--- src/rtl/ram_arb_pkg.sv ---
// Shared types and constants for the SRAM port arbiter.
// Port count and lock limit here are the defaults; the top derives its own widths from its parameters.
package ram_arb_pkg;
  localparam int SOC_AXI_ADDR_WIDTH = 32;
  localparam int SOC_AXI_DATA_WIDTH = 64;
  localparam int ARB_NUM_PORTS      = 2;
  localparam int ARB_MAX_LOCK       = 8;
  localparam int RAM_RD_LATENCY     = 1;

  typedef logic [$clog2(ARB_NUM_PORTS)-1:0]  port_idx_t;
  typedef logic [$clog2(ARB_MAX_LOCK+1)-1:0] lock_cnt_t;
endpackage

--- src/rtl/rr_pick.sv ---
// Combinational round-robin search: the first set bit of req at or after start, wrapping around.
module rr_pick #(
  parameter int N = 2
) (
  input  logic [N-1:0]         req,
  input  logic [$clog2(N)-1:0] start,
  output logic [N-1:0]         gnt,
  output logic [$clog2(N)-1:0] idx,
  output logic                 valid
);
  always_comb begin
    automatic int k;
    gnt   = '0;
    idx   = '0;
    valid = 1'b0;
    for (int i = 0; i < N; i++) begin
      k = int'(start) + i;
      if (k >= N) k = k - N;
      if (!valid && req[k]) begin
        valid  = 1'b1;
        idx    = ($clog2(N))'(k);
        gnt[k] = 1'b1;
      end
    end
  end
endmodule

--- src/rtl/ram_port_arbiter.sv ---
// Shares one single-port SRAM between NUM_PORTS req/gnt/rvalid requesters.
// Round-robin with a bounded lock; each grant's response is routed back one cycle later.
module ram_port_arbiter
  import ram_arb_pkg::*;
#(
  parameter int NUM_PORTS  = ARB_NUM_PORTS,
  parameter int ADDR_WIDTH = SOC_AXI_ADDR_WIDTH,
  parameter int DATA_WIDTH = SOC_AXI_DATA_WIDTH,
  parameter int MAX_LOCK   = ARB_MAX_LOCK
) (
  input  logic                                  clk,
  input  logic                                  rst_n,
  input  logic [NUM_PORTS-1:0]                  req,
  input  logic [NUM_PORTS-1:0]                  lock,
  input  logic [NUM_PORTS-1:0]                  we,
  input  logic [NUM_PORTS-1:0][ADDR_WIDTH-1:0]  addr,
  input  logic [NUM_PORTS-1:0][DATA_WIDTH/8-1:0] be,
  input  logic [NUM_PORTS-1:0][DATA_WIDTH-1:0]  wdata,
  output logic [NUM_PORTS-1:0]                  gnt,
  output logic [NUM_PORTS-1:0]                  rvalid,
  output logic [DATA_WIDTH-1:0]                 rdata,
  output logic                                  mem_req,
  output logic                                  mem_we,
  output logic [ADDR_WIDTH-1:0]                 mem_addr,
  output logic [DATA_WIDTH/8-1:0]               mem_be,
  output logic [DATA_WIDTH-1:0]                 mem_wdata,
  input  logic [DATA_WIDTH-1:0]                 mem_rdata
);
  localparam int IW = $clog2(NUM_PORTS);
  localparam int CW = $clog2(MAX_LOCK+1);

  logic [IW-1:0]        rr_ptr, owner, resp_idx, pick_idx, g_idx;
  logic                 owner_valid, resp_valid, pick_valid, locked, g_any;
  logic [CW-1:0]        lock_cnt;
  logic [NUM_PORTS-1:0] pick_gnt;

  rr_pick #(.N(NUM_PORTS)) u_pick (
    .req   (req),
    .start (rr_ptr),
    .gnt   (pick_gnt),
    .idx   (pick_idx),
    .valid (pick_valid)
  );

  assign locked = owner_valid && req[owner] && lock[owner] && (lock_cnt < CW'(MAX_LOCK));

  // Grants are forced off while reset is held, even though req may already be up.
  always_comb begin
    g_idx = locked ? owner : pick_idx;
    g_any = rst_n && (locked || pick_valid);
    gnt   = '0;
    if (g_any) gnt[g_idx] = 1'b1;
  end

  always_comb begin
    mem_req   = g_any;
    mem_we    = 1'b0;
    mem_addr  = '0;
    mem_be    = '0;
    mem_wdata = '0;
    if (g_any) begin
      mem_we    = we[g_idx];
      mem_addr  = addr[g_idx];
      mem_be    = be[g_idx];
      mem_wdata = wdata[g_idx];
    end
  end

  always_ff @(posedge clk or negedge rst_n) begin
    if (!rst_n) begin
      rr_ptr      <= '0;
      owner       <= '0;
      owner_valid <= 1'b0;
      lock_cnt    <= '0;
      resp_idx    <= '0;
      resp_valid  <= 1'b0;
    end else begin
      resp_valid <= g_any;
      if (g_any) begin
        resp_idx    <= g_idx;
        rr_ptr      <= (g_idx == IW'(NUM_PORTS-1)) ? '0 : g_idx + IW'(1);
        owner       <= g_idx;
        owner_valid <= 1'b1;
        // An expired lock that re-grants the same owner restarts the count at 1.
        lock_cnt    <= (owner_valid && g_idx == owner && lock_cnt < CW'(MAX_LOCK))
                       ? lock_cnt + CW'(1) : CW'(1);
      end else begin
        owner_valid <= 1'b0;
        lock_cnt    <= '0;
      end
    end
  end

  always_comb begin
    rvalid = '0;
    if (resp_valid) rvalid[resp_idx] = 1'b1;
  end

  assign rdata = mem_rdata;
endmodule

--- config.mk ---
export PLATFORM = sky130hd
export DESIGN_NAME = ram_port_arbiter
export DESIGN_NICKNAME = d
export VERILOG_FILES = /design/src/rtl/ram_arb_pkg.sv /design/src/rtl/rr_pick.sv /design/src/rtl/ram_port_arbiter.sv
export SDC_FILE = /design/constraint.sdc
export NUM_CORES = 1
export LEC_CHECK = 0
export CORE_AREA = 2 2 178 180
export DETAILED_ROUTE_END_ITERATION = 10
export DIE_AREA = 0 0 180 182
export GPL_ROUTABILITY_DRIVEN = 0
export GPL_TIMING_DRIVEN = 0
export PLACE_DENSITY = 0.36
export SLEW_MARGIN = 20
export SYNTH_ARGS = -nofsm -noshare
export SYNTH_HDL_FRONTEND = slang
export SYNTH_HIERARCHICAL = 1
export SYNTH_SLANG_ARGS = --single-unit
--- constraint.sdc ---
create_clock -name clk -period 2.4 [get_ports clk]
set_input_delay 0.48 -clock clk [delete_from_list [all_inputs] [get_ports clk]]
set_output_delay 0.48 -clock clk [all_outputs]
set_load 0.1 [all_outputs]
==> metrics list <==
- Power density of the placed cells: 596.6 nW/um2
- Number of endpoints failing setup at the final stage: 105
- Final cycle utilization of the critical path: 106.9%
- The cell count after synthesis came out at 239.
- Once detail routing completed, the nets flagged for antenna violations numbered 0.
- The detailed router finished its first iteration with 48 violations.
- Startpoint type of the worst setup path: flop
* Routed vias/inst: 3.417
- Crit path max fanout: 10
- The number of hold violations in the final report was 0.
- STA puts the critical path data arrival time at 2.09 ns.
* Max Root-Sink Buffers: 2
* Setup slack of the most critical reg-to-reg path: 0.82 ns
* Pre-antenna DRT Iters: 4
- In this run the critical register-to-register path is launched from rr_ptr$_DFFE_PN0P_.
- Vias post-DR: 3557
- Die Span X: 180 um
- In the final routed layout, each cell accounts on average for 16.26 um.
- Counting cells, the worst reg-to-reg path comes to 8.
* Max-capacitance violation count: 0
- In this run the core area contains 65 standard-cell rows.
- Path type of the worst min-delay path: input pin to asynchronous set/reset pin
- The count of buffers added on input and output ports is 389.
- The number of antenna violations at the first check in global routing is 0.
- After detailed routing, the number of remaining DRC violations is 0.
- The routed design could run at a clock period as short as 2.565 ns.
- Startpoint-to-endpoint class of the critical path: flop to primary output
- CTS saw 7 sinks.
- In this run the worst setup path terminates at mem_be[4].
- Number of levels in the clock H-tree: 1
* Final Max Slew Viols: 0
- Post-Syn Area: 1996 um2
- Peak supply drop: 0.2155 mV
* Total die area: 32760 um2
- The analysis attributes to cell leakage a power of 3.414 nW.
- The clock arrives with 0.0002690 ns of skew.
- The layout has 3249 filler cells.
- In this run the count of I/O pins placed on the die edge is 454.
- First-pass GRT wire length: 23840 um
- The tree is rooted in a clkbuf_16.
* Inserted Clock Buffers: 3
- Pin count of the biggest net entering global routing: 13
* Quantity of hold-fixing buffers added after cts: 0
* Outcome: finished with violations
- Yosys Warn Count: 6
- Cells fill 25.73% of the core in the end.
* Layout-stage area growth over the synthesis result: 299.4%
* Data required time of the critical path: 1.92 ns
- For the pin with the worst max-slew slack, the measured transition is 0.9840 ns.
- HPWL reported at the end of detailed placement: 14550 um
- The endpoint identified for the worst register-to-register timing path is rr_ptr$_DFFE_PN0P_.
- Origin of the worst setup path: owner_valid$_DFF_PN0_
- Clock latency on the worst-skew pair, taken at its later pin, is 0.23 ns.
- Hold WS: 0.1159 ns
- In this run the mean area of a mapped cell was 8.350 um2.
- Across all setup checks in the final design, the least slack found is -0.1654 ns.
* Share of final-layout standard cells stronger than drive strength 1: 50.70%
* Unrepaired setup endpoints after global routing: true
- Post-layout net count: 921
- Wire length after detailed routing: 16920 um
- The total overflow left after global routing is 0.
- Vias in the first global route: 3747
- STA classifies the critical path endpoint as a primary output.
- The final reports fail on negative setup slack.
- Registers take 175.2 um2.
- In the global route stage, overall resource usage came out at 9.421%.
- From bottom edge to top edge, the die measures 182 um.
- Clk slew on worst S/H paths: 0.04 ns
* Clock tree from TritonCTS: yes
- Worst slew margin: 34.20%
- Area occupied by multi-input gates: 1779 um2
* Fmax achieved: 0.3898 GHz
- Core ar.: 30990 um2
* Net count after synthesis: 520
- Starting density of the core: 6.441%
- Antenna cell count: 0
[final cells by class]
class                      count  share of cell area [%]
sequential                     7                   2.197
buffer                        87                   9.857
timing repair buffer         396                   58.28
clock buffer                   4                  0.9889
tap                          402                   6.310
multi-input combinational    144                   22.32
inverter                       1                 0.04709
[worst max-delay path, cell delays in order, from the launching register on]
cell	delay, ns
dfrtp_1	0.42
and4b_1	0.26
a21oi_2	0.16
o22ai_4	0.09
buf_12	0.15
buf_12	0.15
buf_12	0.15
a22o_2	0.28
buf_12	0.17
[per-layer routing]
metal	vias up	GRT usage [%]	part of all wire [%]
li1	1679	-	-
met1	1592	10.84	36
met2	274	17.56	53
met3	12	2.708	9.9
met4	0	1.268	0.98
met5	-	0	0
[registers in the layout, indices dropped and copies added, names as in the netlist]
signal       count
owner_valid      1
rr_ptr           1
resp_idx         1
lock_cnt         4
[power by group]
part	total [mW]	switching [mW]	internal, mW	leakage (nW)
Sequential	0.141	0.0124	0.129	0.0898
Combinational	4.33	2.75	1.58	3.29
Clock	0.282	0.0607	0.221	0.0382
Total	4.76	2.82	1.93	3.41
[layout by cell type, fill, tap and decap left out, types with 2 or more instances in the layout]
cell             instances
buf_6                   23
dlygate4sd2_1            2
buf_12                  49
nand2_1                  3
clkbuf_16                5
nand2b_1                 3
buf_2                    3
a21oi_2                  2
buf_8                   50
a22o_2                  47
and2_1                   3
buf_4                   74
o21a_1                   2
nand3_1                  3
clkbuf_4                 3
o21ai_0                  2
clkdlybuf4s50_1        274
a21oi_1                  3
dfrtp_1                  7
a22o_4                  58
nor2_1                   2
[repair_timing]
item | 4_1_cts | 5_1_grt
endpoints found under the hold margin | 0 | 0
gates cloned | 1 | 1
gates resized for setup | 943 | 38
endpoints found under the setup margin | 111 | 109
pin swaps | 9 | 1
setup buffers | 4 | 1
[per-stage QoR]
stage | std cells | TNS, ns | cell area [um2] | total power, mW | setup slack, ns
6_report | 1041 | -11.58 | 7971 | 4.756 | -0.1654
5_1_grt | 1041 | -20.28 | 7971 | 4.896 | -0.2484
4_1_cts | 1039 | -12.63 | 7765 | 4.708 | -0.1847
3_5_place_dp | 1030 | -204.38 | 6724 | 3.901 | -2.074
3_3_place_gp | 1030 | -209.04 | 6724 | 3.924 | -2.120
2_1_floorplan | 239 | -3.466 | 2327 | 2.849 | -0.1444
[how the worst min path moves through the flow]
stage                                startpoint                    end  slack, ns  cells after the start
after floorplan                           rst_n  lock_cnt[0]$_DFF_PN0_       0.18                      0
after global routing                      rst_n     rr_ptr$_DFFE_PN0P_       0.13                      1
after CTS                                 rst_n  lock_cnt[1]$_DFF_PN0_       0.12                      1
final                                     rst_n  lock_cnt[0]$_DFF_PN0_       0.12                      1
after global placement    lock_cnt[0]$_DFF_PN0_  lock_cnt[0]$_DFF_PN0_       0.49                      1
after detailed placement  lock_cnt[0]$_DFF_PN0_  lock_cnt[0]$_DFF_PN0_       0.49                      1
No activity file was read; power rests on OpenSTA's default activity.
